**src/rtl/x1_multiplier.sv**
```systemverilog
// rtl/x1_multiplier.sv - X1 multiplier stage: two partial products into the X1X2 FIFO
module x1_multiplier #(
    parameter int DEPTH = 2
) (
    input  logic         clk,
    input  logic         reset_n,
    input  logic [32:0]  OP1_RX0,
    input  logic [32:0]  OP2_RX0,
    input  logic         SELECT_MSB_RX0,
    input  logic         SIGNED_RES_RX0,
    input  logic         X0X1_EMPTY_SX0,
    output logic         X0X1_POP_SX1,
    input  logic         FLUSH_SX1,
    input  logic         X1X2_POP_SX2,
    output logic [127:0] RES_RX1,
    output logic         SELECT_MSB_RX1,
    output logic         SIGNED_RES_RX1,
    output logic         X1X2_EMPTY_SX1
);

    localparam int AW = (DEPTH > 1) ? $clog2(DEPTH) : 1;
    localparam int CW = AW + 1;
    localparam logic [CW-1:0] FULL_COUNT = CW'(DEPTH);

    logic [129:0]   mem [DEPTH];
    logic [AW-1:0]  rd_ptr;
    logic [AW-1:0]  wr_ptr;
    logic [CW-1:0]  count;

    logic [63:0]    op1_ext;
    logic [63:0]    op2_lo_ext;
    logic [63:0]    op2_hi_ext;
    logic [63:0]    lo_pp;
    logic [63:0]    hi_pp;
    logic           push;
    logic           pop;

    // Operands widened to 64 bits so that modular 64-bit products equal the
    // sign-extended partial products; the low half of OP2 is always unsigned.
    assign op1_ext    = {{31{OP1_RX0[32]}}, OP1_RX0};
    assign op2_lo_ext = {48'd0, OP2_RX0[15:0]};
    assign op2_hi_ext = {{47{OP2_RX0[32]}}, OP2_RX0[32:16]};
    assign lo_pp      = op1_ext * op2_lo_ext;
    assign hi_pp      = (op1_ext * op2_hi_ext) << 16;

    // A full FIFO still accepts when X2 frees the head in the same cycle.
    assign pop          = X1X2_POP_SX2 && (count != '0);
    assign push         = !X0X1_EMPTY_SX0 && !FLUSH_SX1 &&
                          ((count < FULL_COUNT) || X1X2_POP_SX2);
    assign X0X1_POP_SX1 = push;

    assign {SELECT_MSB_RX1, SIGNED_RES_RX1, RES_RX1} = mem[rd_ptr];
    assign X1X2_EMPTY_SX1 = (count == '0);

    // FIFO storage, pointers and occupancy; flush drops everything queued.
    always_ff @(posedge clk or negedge reset_n) begin
        if (!reset_n) begin
            rd_ptr <= '0;
            wr_ptr <= '0;
            count  <= '0;
            for (int i = 0; i < DEPTH; i++) begin
                mem[i] <= '0;
            end
        end else if (FLUSH_SX1) begin
            rd_ptr <= '0;
            wr_ptr <= '0;
            count  <= '0;
        end else begin
            if (push) begin
                mem[wr_ptr] <= {SELECT_MSB_RX0, SIGNED_RES_RX0, hi_pp, lo_pp};
                wr_ptr      <= wr_ptr + AW'(1);
            end
            if (pop) begin
                rd_ptr <= rd_ptr + AW'(1);
            end
            if (push && !pop) begin
                count <= count + CW'(1);
            end else if (pop && !push) begin
                count <= count - CW'(1);
            end
        end
    end

endmodule

```
**config.mk**
```make
export PLATFORM = sky130hd
export DESIGN_NAME = x1_multiplier
export DESIGN_NICKNAME = d
export VERILOG_FILES = /design/src/rtl/x1_multiplier.sv
export SDC_FILE = /design/constraint.sdc
export NUM_CORES = 2
export LEC_CHECK = 0
export ABC_CLOCK_PERIOD_IN_PS = 4400
export CAP_MARGIN = 10
export CORE_ASPECT_RATIO = 0.75
export CORE_MARGIN = 8
export CORE_UTILIZATION = 45
export CTS_CLUSTER_SIZE = 10
export DETAILED_ROUTE_END_ITERATION = 16
export GPL_TIMING_DRIVEN = 0
export PLACE_DENSITY = 0.64
export SLEW_MARGIN = 20
export SYNTH_ARGS = -nofsm -noshare
export SYNTH_HDL_FRONTEND = slang
export SYNTH_SLANG_ARGS = --single-unit
export TNS_END_PERCENT = 10
```
**constraint.sdc**
```tcl
create_clock -name clk -period 4.4 [get_ports clk]
set_clock_uncertainty 0.1 [all_clocks]
set_input_delay 0.88 -clock clk [delete_from_list [all_inputs] [get_ports clk]]
set_output_delay 0.88 -clock clk [all_outputs]
set_load 0.02 [all_outputs]
```
# == Yosys cells after proc, flatten, opt, wreduce, memory -nomap -nowiden ==
# Index checks and enable logic that the tools add are counted.
# word_totals
ff_bits,264
input_bits,73
output_inout_bits,132
word_cells,48
# op_classes
n_addsub,4
n_mul,2
n_lt_le_gt_ge,4
n_mux,13
n_bitwise,3
n_reduce_logical,17
# op_table
op,n
130-bit 2-to-1 mux,4
260-bit bitwise mux,1
130-bit demux with 1-bit select,1
33-bit by 17-bit multiplier with 50-bit output,1
33-bit by 17-bit multiplier with 48-bit output,1
1-bit logical AND,6
2-bit 2-to-1 mux,3
2-bit nonzero test,3
"2-bit >= comparator, second input constant",2
1-bit zero test,4
1-bit 2-to-1 mux,4
1-bit inverter with 2-bit output,2
3-bit nonzero test,1
"1-bit adder, second input constant",2
"2-bit by 1-bit adder with 2-bit output, second input constant",1
2-bit zero test,1
"2-bit by 1-bit < comparator with 1-bit output, second input constant",1
"2-bit < comparator, second input constant",1
2-bit AND reduction,1
"2-bit by 1-bit subtractor with 2-bit output, second input constant",1
1-bit logical OR,1
1-bit inverter,1

# == Depth between registers and ports, before layout ==
# logic_depth
ltp_word,8
mapped_depth,26
depth_no_buf,24

# == Worst setup path after synthesis ==
# No wires, ideal clock.
# synth_timing
path_kind,input-to-reg
start,in OP2_RX0[24]
end,reg mem[255] in the netlist's numbering
setup_time_ps,125
arrival_time_ps,6574
required_ps,4175
slack_ps,-2399
stages,23
n_path_buf,1
cell_sequence,clkbuf_1 > nand2_1 > fa_1 > inv_1 > fa_1 > inv_1 > fa_1 > inv_1 > fa_1 > fa_1 > inv_1 > fa_1 > inv_1 > ha_1 > and3_1 > a31o_1 > a2111oi_2 > o31ai_2 > o41ai_4 > a211oi_2 > mux2i_1 > o211ai_1 > mux2_2
# synth_between
elab_chain_len,2
# synth_lines
element,line,rtl
"start, declared",8,"input logic [32:0] OP2_RX0,"
33-bit by 17-bit multiplier with 48-bit output,44,assign hi_pp = (op1_ext * op2_hi_ext) << 16;
260-bit bitwise mux,70,"mem[wr_ptr] <= {SELECT_MSB_RX0, SIGNED_RES_RX0, hi_pp, lo_pp};"
"end signal, assigned by index",70,
"end, declared",25,logic [129:0] mem [DEPTH];
# Every way passes these cells.
# A chain may end at the register's enable or synchronous reset.

# == Final worst setup path ==
# layout_timing
start,in OP2_RX0[19]
end,reg mem[124] in the netlist's numbering
# The elaborated chain is that of the path after synthesis.

==> results by group <==
CTS
  • CTS Buffer Depth: 3
  • Number of clock sinks seen by CTS: 204
  • CTS tree: yes
  • Clock latency of the later-clocked register in the worst-skew pair: 0.53 ns
  • Clock Root Buffer: clkbuf_16
  • Total of hold buffers inserted after clock tree synthesis: 0
  • Register clock-pin slew on the reported worst setup and hold paths: 0.06 ns
  • Number of CTS-inserted buffers: 24
  • Number of H-tree levels: 1

Synthesis
  • Leading area contributor after synthesis: fa_1
  • Combined area of all synthesized cells: 46800 um^2
  • YS warnings: 0
  • Most common flop cell mapped by yosys: dfrtp_1
  • Number of flops mapped to enable cells by yosys: 0
  • Share of flip-flops with an asynchronous set or reset: between 90% and 100%
  • Number of instances in the synthesized netlist: 5253
  • Number of register bits inferred by synthesis: 204
  • Yosys top cell area share: 43.8%
  • Leading post-synthesis cells by cell area: fa_1, dfrtp_1, inv_1, nand2_1, ha_1
  • Distinct cells, synth: 75
  • Part of the Yosys area used for sequential elements: between 10% and 20%
  • Mapped Avg Cell Area: about 8.9 um^2

Floorplanning
  • Total Die Area: 115000 um^2
  • Height of the die: 295 um
  • DIE WIDTH: 388 um
  • Placeable Area: 103000 um^2
  • Number of I/O pins: 205
  • Starting utilization of the core area: 45.3%
  • Site row count: between 100 and 150

Worst setup path
  • Critical path start-end classification: in2reg
  • Capture instance of the worst register-to-register path: mem[90]
  • Slowest cell on the critical path: fa_1
  • Startpoint type of the worst setup path: input pin
  • Worst flop-to-flop path startpoint: count[1]
  • Setup crit end kind: flop
  • CP Data Required Time: 4.71 ns
  • CP arrival: 7.21 ns
  • Reg-to-reg setup timing slack: 1.24 ns
  • Largest stage delay, worst path: 0.56 ns
  • Category of cells accounting for the largest share of critical-path delay: adder cells
  • Top cell by count, worst path: fa_1
  • Ordered list of cells on the worst path: buf_4, clkbuf_16, nand2_1, fa_1, fa_1, fa_1, inv_2, fa_2, fa_1, inv_1, fa_1, inv_1, ha_4, nand3_4, nor2_4, o2111ai_4, and4b_2, o41ai_4, nor3b_4, a211o_1, nand3b_1, mux2_4
  • Crit-path max FO: 10
  • Number of cells on the worst reg-to-reg path: 6
  • Number of buffers and inverters on the critical path: 5

Cells and area
  • Relative area change from synthesis to final layout: 20.5%
  • Filler Cell Count: 9373
  • Final design utilization: 54.6%
  • Most common cell after layout, fill and taps aside: inv_1
  • Post-layout net count: 6923
  • Fin area: 56400 um^2
  • Layout cell share with drive strength beyond 1: around 16%
  • Leading cell types in the layout, fill and taps excluded: inv_1, nand2_1, fa_1

STA
  • Setup Viol. Count Final: 190
  • Final max-slew violation count: 0
  • Minimum hold slack: 0.0761 ns
  • Setup TNS: -291.51 ns
  • Setup slack after layout: -2.50 ns
  • Hold violation total from the final report: 0
  • Setup repair after global routing missed its margin: yes
  • Highest achievable clock rate: between 0.1 and 0.15 GHz
  • Tmin final: 6.90 ns
  • Worst rel slew slack: around 24%
  • Final cycle utilization of the critical path: 157%
  • Slew at the pin closest to its max-slew limit: 1.13 ns

Place
  • Area after DPL: 51400 um^2
  • Count of port buffers added during placement: 188
  • Routability congestion estimate: 0.993
  • Post-detail-place hpwl: ~130 mm

Drt
  • WL/cell: 23.4 um
  • Total DRC errors in the routed layout: 0
  • Total Routed Length: between 150 and 200 mm
  • First DRT Iteration DRCs: 3197
  • Number of routed nets with antenna violations: 0
  • Total number of vias: approximately 37000
  • Per-cell via count in the routed design: 5.38
  • First-pass iteration count of the detailed router: 5

Global route
  • Met1 usage: 39.5%
  • Met3 Usage GRT: 7.86%
  • Global routing usage on met2: 43.5%
  • Most crowded layer after global routing: met2
  • Number of global-route vias before repair: 38700
  • Global-route usage over all layers: 28.3%
  • Total congestion overflow: 0
  • Pin count of the biggest net entering global routing: 99
  • Antenna violations before repair: 16
  • Global-route wire length before repair: approximately 240 mm

Run
  • Max-Cap Viols: 0

Min path
  • Worst Hold Class: in2async

Run status
  • Run status: complete, but fails checks
  • Violated checks: setup timing
==> synth_stat cells (32+ instances only) <==
master	instances
inv_1	1165
nand2_1	1082
fa_1	1025
and2_1	436
clkbuf_1	271
ha_1	233
dfrtp_1	204
mux2_2	140
a21oi_1	99
o21ai_0	82
nor2_1	75
xnor2_1	67
a21o_1	38
xor2_1	32
==> kinds of logic after synthesis <==
group,count (synthesis),synth area share (%)
XOR/XNOR,99,1.85
AO/OA/AOI/OAI,349,4.84
adder cells (fa/ha/maj),1258,50.1
AND/OR/NAND/NOR,1727,16.9
multiplexers,142,3.41
other,1,0.00801
buffers and inverters,1473,12.1
flip-flops,204,10.9
==> how the worst max path moves through the flow <==
stage	start	end	slack (ns)	cells past startpoint
2_1_floorplan	OP2_RX0[21]	mem[255]	-2.16	22
3_3_place_gp	reset_n	mem[193]	-6.39	1
3_5_place_dp	OP2_RX0[32]	mem[255]	-4.77	22
4_1_cts	OP1_RX0[4]	mem[113]	-2.45	24
5_1_grt	OP1_RX0[1]	mem[124]	-2.61	23
6_report	OP2_RX0[19]	mem[124]	-2.50	22
==> worst reg2reg max path, delay by kind of cell, from the launching register on <==
family                 cells  cell delay, ns
DFF                        1            0.44
AOI/OAI and AO/OA          1            0.55
buffers and inverters      2            1.49
and+or+nand+nor            3            0.51
==> layer usage <==
| metal | vias up | wire length, um |
|---|---|---|
| met3 | 265 | 18300 |
| li1 | 16000 | - |
| met1 | 19400 | 67200 |
| met4 | 0 | 6010 |
| met5 | - | 0 |
| met2 | 1728 | 71200 |
==> timing repair <==
| item | CTS | global route |
|---|---|---|
| setup buffers | 57 | 63 |
| endpoints found under the setup margin | 194 | 193 |
| pin swaps | 56 | 118 |
| gates resized for setup | 893 | 254 |
| endpoints found under the hold margin | 0 | 0 |
==> state kept, by name, indices dropped and copies added, names as in the netlist <==
register	cells
mem	200
count	2
wr_ptr	1
rd_ptr	1
==> through the flow <==
step | setup slack, ns | std cells
after floorplan | -2.16 | 5268
after global placement | -6.39 | 6808
after detailed placement | -4.77 | 6810
after CTS | -2.45 | 6884
after global routing | -2.61 | 6947
final | -2.50 | 6953
==> cell type report <==
type	count	area (um^2)	share of cell area, %
clock inverters	1	7.51	0.0133
diodes	8	20.0	0.0355
plain buffers	296	3720	6.60
clock buffers	26	629	1.12
flip-flops and latches	204	5100	9.05
inverters	1166	4390	7.79
well taps	1352	1690	3.00
repair buffers	309	2940	5.22
multi-input cells	3591	37900	67.2
Power is not shown: default switching activity piles up to over one toggle a cycle in this logic, so the estimate is an artifact.
